--- src/rtl/mem_port_arbiter_pkg.sv ---
// Shared LC-3b memory-port types: line/word widths, byte-select vector,
// arbiter state encoding and requester identity.
package mem_port_arbiter_pkg;

  typedef logic [15:0]  lc3b_word;
  typedef logic [127:0] lc3b_data;
  typedef logic [15:0]  lc3b_mem_sel;

  typedef enum logic [1:0] {
    IDLE,
    SERVE_I,
    SERVE_D
  } arb_state_t;

  typedef enum logic {
    REQ_I,
    REQ_D
  } lc3b_requester;

endpackage

--- src/rtl/mem_port_arbiter_if.sv ---
// Bundle of the fetch, data and memory-side Wishbone-style line buses that
// meet at the arbiter; the slave modport is the arbiter's view.
interface mem_port_arbiter_if;
  import mem_port_arbiter_pkg::*;

  logic        imem_cyc;
  logic        imem_stb;
  lc3b_word    imem_addr;
  lc3b_data    imem_rdata;
  logic        imem_ack;
  logic        imem_err;

  logic        dmem_cyc;
  logic        dmem_stb;
  logic        dmem_we;
  lc3b_mem_sel dmem_sel;
  lc3b_word    dmem_addr;
  lc3b_data    dmem_wdata;
  lc3b_data    dmem_rdata;
  logic        dmem_ack;
  logic        dmem_err;

  logic        mem_cyc;
  logic        mem_stb;
  logic        mem_we;
  lc3b_mem_sel mem_sel;
  lc3b_word    mem_addr;
  lc3b_data    mem_wdata;
  lc3b_data    mem_rdata;
  logic        mem_ack;

  modport slave (
    input  imem_cyc, imem_stb, imem_addr,
    output imem_rdata, imem_ack, imem_err,
    input  dmem_cyc, dmem_stb, dmem_we, dmem_sel, dmem_addr, dmem_wdata,
    output dmem_rdata, dmem_ack, dmem_err,
    output mem_cyc, mem_stb, mem_we, mem_sel, mem_addr, mem_wdata,
    input  mem_rdata, mem_ack
  );

  modport master (
    output imem_cyc, imem_stb, imem_addr,
    input  imem_rdata, imem_ack, imem_err,
    output dmem_cyc, dmem_stb, dmem_we, dmem_sel, dmem_addr, dmem_wdata,
    input  dmem_rdata, dmem_ack, dmem_err,
    input  mem_cyc, mem_stb, mem_we, mem_sel, mem_addr, mem_wdata,
    output mem_rdata, mem_ack
  );

endinterface

--- src/rtl/mem_port_arbiter_bus_watchdog.sv ---
// Per-transaction ack watchdog: counts enabled cycles and flags expiry on the
// TIMEOUT-th one. TIMEOUT of 0 disables it.
module bus_watchdog #(
  parameter int TIMEOUT = 64,
  parameter int CNT_W   = 8
) (
  input  logic clk,
  input  logic rst_n,
  input  logic clear,
  input  logic count_en,
  output logic expired
);

  logic [CNT_W-1:0] count;

  always_ff @(posedge clk or negedge rst_n) begin
    if (!rst_n) begin
      count <= '0;
    end else if (clear) begin
      count <= '0;
    end else if (count_en) begin
      count <= count + CNT_W'(1);
    end
  end

  // Expiry is judged on the cycle that would be the TIMEOUT-th counted one.
  generate
    if (TIMEOUT == 0) begin : g_disabled
      assign expired = 1'b0;
    end else begin : g_enabled
      assign expired = count_en && (count == CNT_W'(TIMEOUT - 1));
    end
  endgenerate

endmodule

--- src/rtl/mem_port_arbiter.sv ---
// Round-robin arbiter sharing one line-memory port between LC-3b fetch and
// data requesters, with abort on withdrawal and an ack watchdog.
module mem_port_arbiter
  import mem_port_arbiter_pkg::*;
#(
  parameter int TIMEOUT = 64,
  parameter int CNT_W   = 8
) (
  input  logic              clk,
  input  logic              rst_n,
  mem_port_arbiter_if.slave bus
);

  arb_state_t    state;
  arb_state_t    next_state;
  lc3b_requester last_grant;
  lc3b_requester next_last_grant;

  logic req_i;
  logic req_d;
  logic granted_cyc;
  logic count_en;
  logic clear;
  logic expired;

  assign req_i = bus.imem_cyc & bus.imem_stb;
  assign req_d = bus.dmem_cyc & bus.dmem_stb;

  assign granted_cyc = (state == SERVE_I) ? bus.imem_cyc :
                       (state == SERVE_D) ? bus.dmem_cyc : 1'b0;

  // Counting stops on the cycle an ack or abort ends the transaction.
  assign count_en = (state != IDLE) && !bus.mem_ack && granted_cyc;
  assign clear    = (state == IDLE) || (next_state == IDLE);

  bus_watchdog #(
    .TIMEOUT (TIMEOUT),
    .CNT_W   (CNT_W)
  ) u_watchdog (
    .clk      (clk),
    .rst_n    (rst_n),
    .clear    (clear),
    .count_en (count_en),
    .expired  (expired)
  );

  always_ff @(posedge clk or negedge rst_n) begin
    if (!rst_n) begin
      state      <= IDLE;
      last_grant <= REQ_I;
    end else begin
      state      <= next_state;
      last_grant <= next_last_grant;
    end
  end

  assign bus.imem_rdata = rst_n ? bus.mem_rdata : '0;
  assign bus.dmem_rdata = rst_n ? bus.mem_rdata : '0;

  always_comb begin
    next_state      = state;
    next_last_grant = last_grant;
    bus.mem_cyc     = 1'b0;
    bus.mem_stb     = 1'b0;
    bus.mem_we      = 1'b0;
    bus.mem_sel     = '0;
    bus.mem_addr    = '0;
    bus.mem_wdata   = '0;
    bus.imem_ack    = 1'b0;
    bus.imem_err    = 1'b0;
    bus.dmem_ack    = 1'b0;
    bus.dmem_err    = 1'b0;

    unique case (state)
      IDLE: begin
        if (req_i && req_d) begin
          next_state = (last_grant == REQ_I) ? SERVE_D : SERVE_I;
        end else if (req_i) begin
          next_state = SERVE_I;
        end else if (req_d) begin
          next_state = SERVE_D;
        end
      end

      SERVE_I: begin
        bus.mem_cyc  = bus.imem_cyc;
        bus.mem_stb  = bus.imem_stb;
        bus.mem_sel  = '1;
        bus.mem_addr = bus.imem_addr;
        // Priority: ack beats abort, abort beats timeout.
        if (bus.mem_ack) begin
          bus.imem_ack    = 1'b1;
          next_state      = IDLE;
          next_last_grant = REQ_I;
        end else if (!bus.imem_cyc) begin
          next_state = IDLE;
        end else if (expired) begin
          bus.imem_err    = 1'b1;
          next_state      = IDLE;
          next_last_grant = REQ_I;
        end
      end

      SERVE_D: begin
        bus.mem_cyc   = bus.dmem_cyc;
        bus.mem_stb   = bus.dmem_stb;
        bus.mem_we    = bus.dmem_we;
        bus.mem_sel   = bus.dmem_sel;
        bus.mem_addr  = bus.dmem_addr;
        bus.mem_wdata = bus.dmem_wdata;
        if (bus.mem_ack) begin
          bus.dmem_ack    = 1'b1;
          next_state      = IDLE;
          next_last_grant = REQ_D;
        end else if (!bus.dmem_cyc) begin
          next_state = IDLE;
        end else if (expired) begin
          bus.dmem_err    = 1'b1;
          next_state      = IDLE;
          next_last_grant = REQ_D;
        end
      end

      default: begin
        next_state = IDLE;
      end
    endcase
  end

endmodule

--- src/flat_wrapper.sv ---
// flat-port wrapper written by rule: the top's interface ports become plain ports
module mem_port_arbiter_flat import mem_port_arbiter_pkg::*;
#(
  parameter int TIMEOUT = 64,
  parameter int CNT_W   = 8
)
  (clk, rst_n, bus_imem_cyc, bus_imem_stb, bus_imem_addr, bus_imem_rdata, bus_imem_ack, bus_imem_err, bus_dmem_cyc, bus_dmem_stb, bus_dmem_we, bus_dmem_sel, bus_dmem_addr, bus_dmem_wdata, bus_dmem_rdata, bus_dmem_ack, bus_dmem_err, bus_mem_cyc, bus_mem_stb, bus_mem_we, bus_mem_sel, bus_mem_addr, bus_mem_wdata, bus_mem_rdata, bus_mem_ack);
  mem_port_arbiter_if bus_i ();
  input  logic clk;
  input  logic rst_n;
  input wire logic [$bits(bus_i.imem_cyc)-1:0] bus_imem_cyc;
  input wire logic [$bits(bus_i.imem_stb)-1:0] bus_imem_stb;
  input wire logic [$bits(bus_i.imem_addr)-1:0] bus_imem_addr;
  output wire logic [$bits(bus_i.imem_rdata)-1:0] bus_imem_rdata;
  output wire logic [$bits(bus_i.imem_ack)-1:0] bus_imem_ack;
  output wire logic [$bits(bus_i.imem_err)-1:0] bus_imem_err;
  input wire logic [$bits(bus_i.dmem_cyc)-1:0] bus_dmem_cyc;
  input wire logic [$bits(bus_i.dmem_stb)-1:0] bus_dmem_stb;
  input wire logic [$bits(bus_i.dmem_we)-1:0] bus_dmem_we;
  input wire logic [$bits(bus_i.dmem_sel)-1:0] bus_dmem_sel;
  input wire logic [$bits(bus_i.dmem_addr)-1:0] bus_dmem_addr;
  input wire logic [$bits(bus_i.dmem_wdata)-1:0] bus_dmem_wdata;
  output wire logic [$bits(bus_i.dmem_rdata)-1:0] bus_dmem_rdata;
  output wire logic [$bits(bus_i.dmem_ack)-1:0] bus_dmem_ack;
  output wire logic [$bits(bus_i.dmem_err)-1:0] bus_dmem_err;
  output wire logic [$bits(bus_i.mem_cyc)-1:0] bus_mem_cyc;
  output wire logic [$bits(bus_i.mem_stb)-1:0] bus_mem_stb;
  output wire logic [$bits(bus_i.mem_we)-1:0] bus_mem_we;
  output wire logic [$bits(bus_i.mem_sel)-1:0] bus_mem_sel;
  output wire logic [$bits(bus_i.mem_addr)-1:0] bus_mem_addr;
  output wire logic [$bits(bus_i.mem_wdata)-1:0] bus_mem_wdata;
  input wire logic [$bits(bus_i.mem_rdata)-1:0] bus_mem_rdata;
  input wire logic [$bits(bus_i.mem_ack)-1:0] bus_mem_ack;
  assign bus_i.imem_cyc = bus_imem_cyc;
  assign bus_i.imem_stb = bus_imem_stb;
  assign bus_i.imem_addr = bus_imem_addr;
  assign bus_imem_rdata = bus_i.imem_rdata;
  assign bus_imem_ack = bus_i.imem_ack;
  assign bus_imem_err = bus_i.imem_err;
  assign bus_i.dmem_cyc = bus_dmem_cyc;
  assign bus_i.dmem_stb = bus_dmem_stb;
  assign bus_i.dmem_we = bus_dmem_we;
  assign bus_i.dmem_sel = bus_dmem_sel;
  assign bus_i.dmem_addr = bus_dmem_addr;
  assign bus_i.dmem_wdata = bus_dmem_wdata;
  assign bus_dmem_rdata = bus_i.dmem_rdata;
  assign bus_dmem_ack = bus_i.dmem_ack;
  assign bus_dmem_err = bus_i.dmem_err;
  assign bus_mem_cyc = bus_i.mem_cyc;
  assign bus_mem_stb = bus_i.mem_stb;
  assign bus_mem_we = bus_i.mem_we;
  assign bus_mem_sel = bus_i.mem_sel;
  assign bus_mem_addr = bus_i.mem_addr;
  assign bus_mem_wdata = bus_i.mem_wdata;
  assign bus_i.mem_rdata = bus_mem_rdata;
  assign bus_i.mem_ack = bus_mem_ack;
  mem_port_arbiter #(.TIMEOUT(TIMEOUT), .CNT_W(CNT_W)) u_core (.clk(clk), .rst_n(rst_n), .bus(bus_i));
endmodule
--- config.mk ---
export PLATFORM = sky130hd
export DESIGN_NAME = mem_port_arbiter_flat
export DESIGN_NICKNAME = d
export VERILOG_FILES = /design/src/rtl/mem_port_arbiter_pkg.sv /design/src/rtl/mem_port_arbiter_if.sv /design/src/rtl/mem_port_arbiter_bus_watchdog.sv /design/src/rtl/mem_port_arbiter.sv /design/src/flat_wrapper.sv
export SDC_FILE = /design/constraint.sdc
export NUM_CORES = 1
export LEC_CHECK = 0
export CAP_MARGIN = 30
export CORE_AREA = 2 2 285 287
export DETAILED_ROUTE_END_ITERATION = 16
export DIE_AREA = 0 0 287 289
export GPL_TIMING_DRIVEN = 0
export PLACE_DENSITY_LB_ADDON = 0.05
export SLEW_MARGIN = 10
export SYNTH_ARGS = -nofsm -noshare
export SYNTH_HDL_FRONTEND = slang
export SYNTH_SLANG_ARGS = --single-unit
--- constraint.sdc ---
create_clock -name clk -period 2.75 [get_ports clk]
set_input_delay 0.55 -clock clk [delete_from_list [all_inputs] [get_ports clk]]
set_output_delay 0.55 -clock clk [all_outputs]
set_load 0.02 [all_outputs]
Yosys cells after proc, flatten, opt, wreduce, memory -nomap -nowiden. Cells that the tools add are included.

Flip-flop bits (word level): 11. Latch bits: 0. RAM bits: 0. Memory bits (read-only): 0. Word-level logic and storage cells: 63. Memories: 0.

Add/sub/neg operators: 1. $mul: 0. Div/mod/pow operators: 0. Order comparisons: 0. Eq/ne operators: 7. Shift operators: 0. Muxes and demuxes: 38. Bitwise operators: 2. Reduce and logical (&&, ||, !) cells: 12.

Operator list (count): $mux W128 (2); $pmux W16 S2 (2); $mux W1 (19); $mux W2 (9); $mux W8 (2); $add A8 B1 Y8 const B (1); $eq A8 B6 Y1 const B (1); $ne A3 B2 Y1 const B (2); $ne A3 B3 Y1 const B (2); $pmux W1 S2 (3); $pmux W2 S3 (1); $reduce_bool A2 Y1 (3); $reduce_and A5 Y1 (1); $logic_and A1 B1 Y1 (4); $logic_not A2 Y1 (2); $and A1 B1 Y1 (2); $eq A2 B1 Y1 const B (1); $eq A2 B2 Y1 const B (1); $logic_not A1 Y1 (1); $logic_or A1 B1 Y1 (1).

Depth between registers and ports, before layout.
Word-level depth: 12. Depth in mapped cells: 9. Depth with buffers taken out: 7.

Modules after synthesis. From an unflattened synthesis, not the netlist that was laid out.

Cells, all modules: 565. Area total of the unflattened synthesis: 3788.6 um^2.

Modules (own cells, without submodules): mem_port_arbiter (instances 1, cells each 527, area each 3402.0 um^2); bus_watchdog (instances 1, cells each 38, area each 386.6 um^2).

Worst setup path after synthesis. Ideal clock, no wire load.

Path type: register to output. Start point: register u_core.state[0]. End point: output bus_imem_err. Data arrival time: 2.683 ns. Required time: 2.200 ns. Setup slack: -0.483 ns. Cell stages (with the launch flop): 8. Path buffers: 1. Cell sequence: dfrtp_1 -> inv_1 -> ha_1 -> nand3b_1 -> a2111o_1 -> or4_1 -> clkbuf_2 -> nor4b_1.

Cells in the longest elaborated chain, start to end: 9. Elaborated cells between the ends (all ways): 12. Classes of those cells: eq/ne: 2; mux: 6; reduce/logical: 4.

RTL lines: start: declaration (RTL line mem_port_arbiter.sv:14) `arb_state_t state;`; start signal: assignment (RTL line mem_port_arbiter.sv:52) `state <= next_state;`; $eq A2 B2 Y1 (RTL line mem_port_arbiter.sv:30) `(state == SERVE_D) ? bus.dmem_cyc : 1'b0;`; $mux W1 (RTL line mem_port_arbiter.sv:30); $mux W1 (RTL line mem_port_arbiter.sv:29) `assign granted_cyc = (state == SERVE_I) ? bus.imem_cyc :`; $logic_and A1 B1 Y1 (RTL line mem_port_arbiter.sv:33) `assign count_en = (state != IDLE) && !bus.mem_ack && granted_cyc;`; $logic_and A1 B1 Y1 (RTL line mem_port_arbiter_bus_watchdog.sv:31) `assign expired = count_en && (count == CNT_W'(TIMEOUT - 1));`; $mux W1 (RTL line mem_port_arbiter.sv:97) `end else if (expired) begin`; $mux W1 (RTL line mem_port_arbiter.sv:95) `end else if (!bus.imem_cyc) begin`; $mux W1 (RTL line mem_port_arbiter.sv:91) `if (bus.mem_ack) begin`; $mux W1 (*) (RTL line mem_port_arbiter.sv:74) `unique case (state)`; end: declaration (RTL line flat_wrapper.sv:16) `output wire logic [$bits(bus_i.imem_err)-1:0] bus_imem_err;`.

Mark *: on every way between the ends. The rest lies on a longest branch, timed or not.

Final worst setup path.
Start point: register u_core.state[1]. End point: output bus_imem_err.

The elaborated chain is that of the path after synthesis.

==> qor.yml <==
synth_seq_area_share_pct: 7.11
syn_avg_cell_area_um2: 6.71
cts_num_sinks: 11
required_ns: 2.20
drive_gt1_share_pct: 14.6
setup.worst_path.class: "reg -> out"
multiInputGateArea_um2: 2520
die_x_um: 287
status: "finished, violations left"
cts_buffers: 3
synth_top_area_cell: "and2_1"
synth_nets: 894
seqCellArea_um2: 277
fmax_mhz: 336
p_leak_nw: 6.52
yosys_warnings: 0
slew_viol_final: 0
worstSkewPairLatency_ns: 0.24
start_kind: "flip-flop"
wl_per_cell_um: 18.7
regToRegSetupSlack_ns: 0.34
ioPinCount: 735
period_share_pct: 108
ant_nets: 0
grt_max_degree: 14
start_util_pct: 4.85
dieArea_um2: 82900
r2r-start: "u_core.state[1]"
vias: 6281
dr.pass1.iters: 4
antenna_found_initial: 8
worstPathMaxFanout: 4
cap_violations: 0
nNetsFinal: 1637
cts_tree: "yes"
htree_levels: 1
grt.total_usage_pct: 9.74
rsz0062_at_grt: "yes"
crit_path_end: "bus_imem_err"
setup_viol: 2
portBuffers: 734
finalSetupTns_ns: -0.356
violations: "setup timing"
crit_arrival_ns: 2.42
clk_pin_slew_ns: 0.04
netlist.area_leader.share_pct: 42.0
synth.most_common_cell: "and2_1"
die_h_um: 289
netlist_area_um2: 3870
synth_common_cells: "and2_1, buf_4, clkbuf_1"
fin_crit_ns: 2.97
hold_class: "in -> async"
p_per_area_nw_per_um2: 421
endpoint_kind: "output pin"
cts-root-buf: "clkbuf_16"
synthTopCellsByArea: "and2_1, buf_4, dfrtp_1, nor2b_1, clkbuf_1"
first_iter_violations: 132
synth_async_sr_flop_share_pct: 100
dp_slack_ns: -1.67
hpwl_mm: 40.8
rows: 104
overflow: 0
synth_edf_count: 0
ys.flop_type: "dfrtp_1"
r2r-end: "u_core.u_watchdog.count[0]"
grt_pass1_vias: 6297
wirelength_mm: 44.6
cts.path.max_buffers: 2
drc: 0
place_congestion: 0.773
nFillCells: 9133
synthCells: 577
core_area_um2: 79900
tightest_slew_ns: 0.796
setup_slack_ns: -0.223
peakVddDrop_v: 0.000164
routed_via_density: 2.63
grt_pass1_wl_mm: 56.0
startpoint: "u_core.state[1]"
fin_skew_ns: 0.00536
hold_viol: 0
syn_to_final_growth_pct: 234
synth_cell_types: 32
max-slew-margin-rel_pct: 46.6
synth_seq_cells: 11
r2r_cells: 9
==> report_power, final <==
part           leakage (nW)  total (W)  internal, W  switching (W)
clock network        0.0409   0.000262     0.000192      0.0000696
registers             0.150   0.000200     0.000179      0.0000212
logic                  6.33    0.00500      0.00233        0.00266
total                  6.52    0.00546      0.00270        0.00275
==> registers in the layout (all words and copies together), names as in the netlist <==
register / count
u_core.last_grant: 1
u_core.u_watchdog.count: 8
u_core.state: 2
==> repair_timing <==
item,CTS,global route
buffers inserted,4,2
pin swaps,3,4
endpoints found under the setup margin,431,114
hold buffers,0,0
resized for setup,193,109
==> cells in the final DEF (no fill, tap or decap), types with 2 or more instances in the layout <==
cell type        instances
nor2b_1                 35
dlymetal6s2s_1          79
nand4_1                  3
clkbuf_2                11
a21oi_1                 23
nand2_1                  7
a211oi_1                 2
buf_4                  139
buf_2                    3
clkdlybuf4s50_1        541
dlygate4sd2_1          108
xnor2_1                  3
ha_1                     2
nand3_1                  2
clkbuf_4                20
a22oi_1                 17
buf_6                    3
inv_1                    2
o21ai_0                  3
nor2_1                  12
xor2_1                   4
ha_4                     2
clkbuf_16                4
diode_2                  6
nand2b_1                 3
dfrtp_1                 10
and2_1                 260
==> layout make-up <==
cell class | instances | area share (%)
multi-input cells | 392 | 19.5
repair buffers | 740 | 57.5
inverters | 4 | 0.135
well taps | 1060 | 10.2
clock inverters | 1 | 0.0386
plain buffers | 168 | 9.80
clock buffers | 3 | 0.580
flip-flops and latches | 11 | 2.13
diodes | 6 | 0.116
==> critical path, cell delays in order (launching register included) <==
cell      delay, ns
dfrtp_1        0.40
inv_2          0.11
ha_4           0.16
buf_12         0.10
nand2_4        0.04
a2111o_1       0.45
or4_4          0.48
nor4b_4        0.29
buf_6          0.17
==> how the worst min path moves through the flow <==
stage | cells after the start | endpoint | startpoint | slack, ns
2_1_floorplan | 0 | u_core.last_grant | rst_n | 0.25
3_3_place_gp | 2 | u_core.u_watchdog.count[7] | u_core.u_watchdog.count[7] | 0.53
3_5_place_dp | 2 | u_core.u_watchdog.count[7] | u_core.u_watchdog.count[7] | 0.53
4_1_cts | 1 | u_core.u_watchdog.count[4] | rst_n | 0.14
5_1_grt | 1 | u_core.u_watchdog.count[4] | rst_n | 0.14
6_report | 1 | u_core.u_watchdog.count[4] | rst_n | 0.13
==> cells by family after synthesis <==
kind of cell    synth area share (%)
simple gates                    51.7
buf+inv                         29.3
mux                            0.258
xor+xnor                        1.58
flops                           7.11
fa+ha+maj                       1.61
compound gates                  8.43
==> metal layers <==
metal  global-route usage [%]  part of all wire, %  routed length [um]  vias up
li1                         -                    -                   -     3179
met1                     9.69                   34               15100     2838
met2                     20.9                   60               26800      240
met3                     2.04                  5.2                2330       18
met4                    0.820                 0.72                 321        6
met5                        0                0.061                  27        -
==> metrics by stage <==
stage | std cells | cell area [um2] | hold WS [ns] | util [%] | power, W
floorplan | 577 | 3930 | 0.254 | - | 0.00264
global placement | 2371 | 12600 | 0.531 | 15.8 | 0.00552
detailed placement | 2371 | 12600 | 0.534 | 15.8 | 0.00545
CTS | 2378 | 12700 | 0.142 | 15.9 | 0.00561
global route | 2382 | 12900 | 0.142 | 16.2 | 0.00584
finish | 2385 | 13000 | 0.133 | 16.2 | 0.00546
Note: power is estimated with default switching activity, not from simulation.
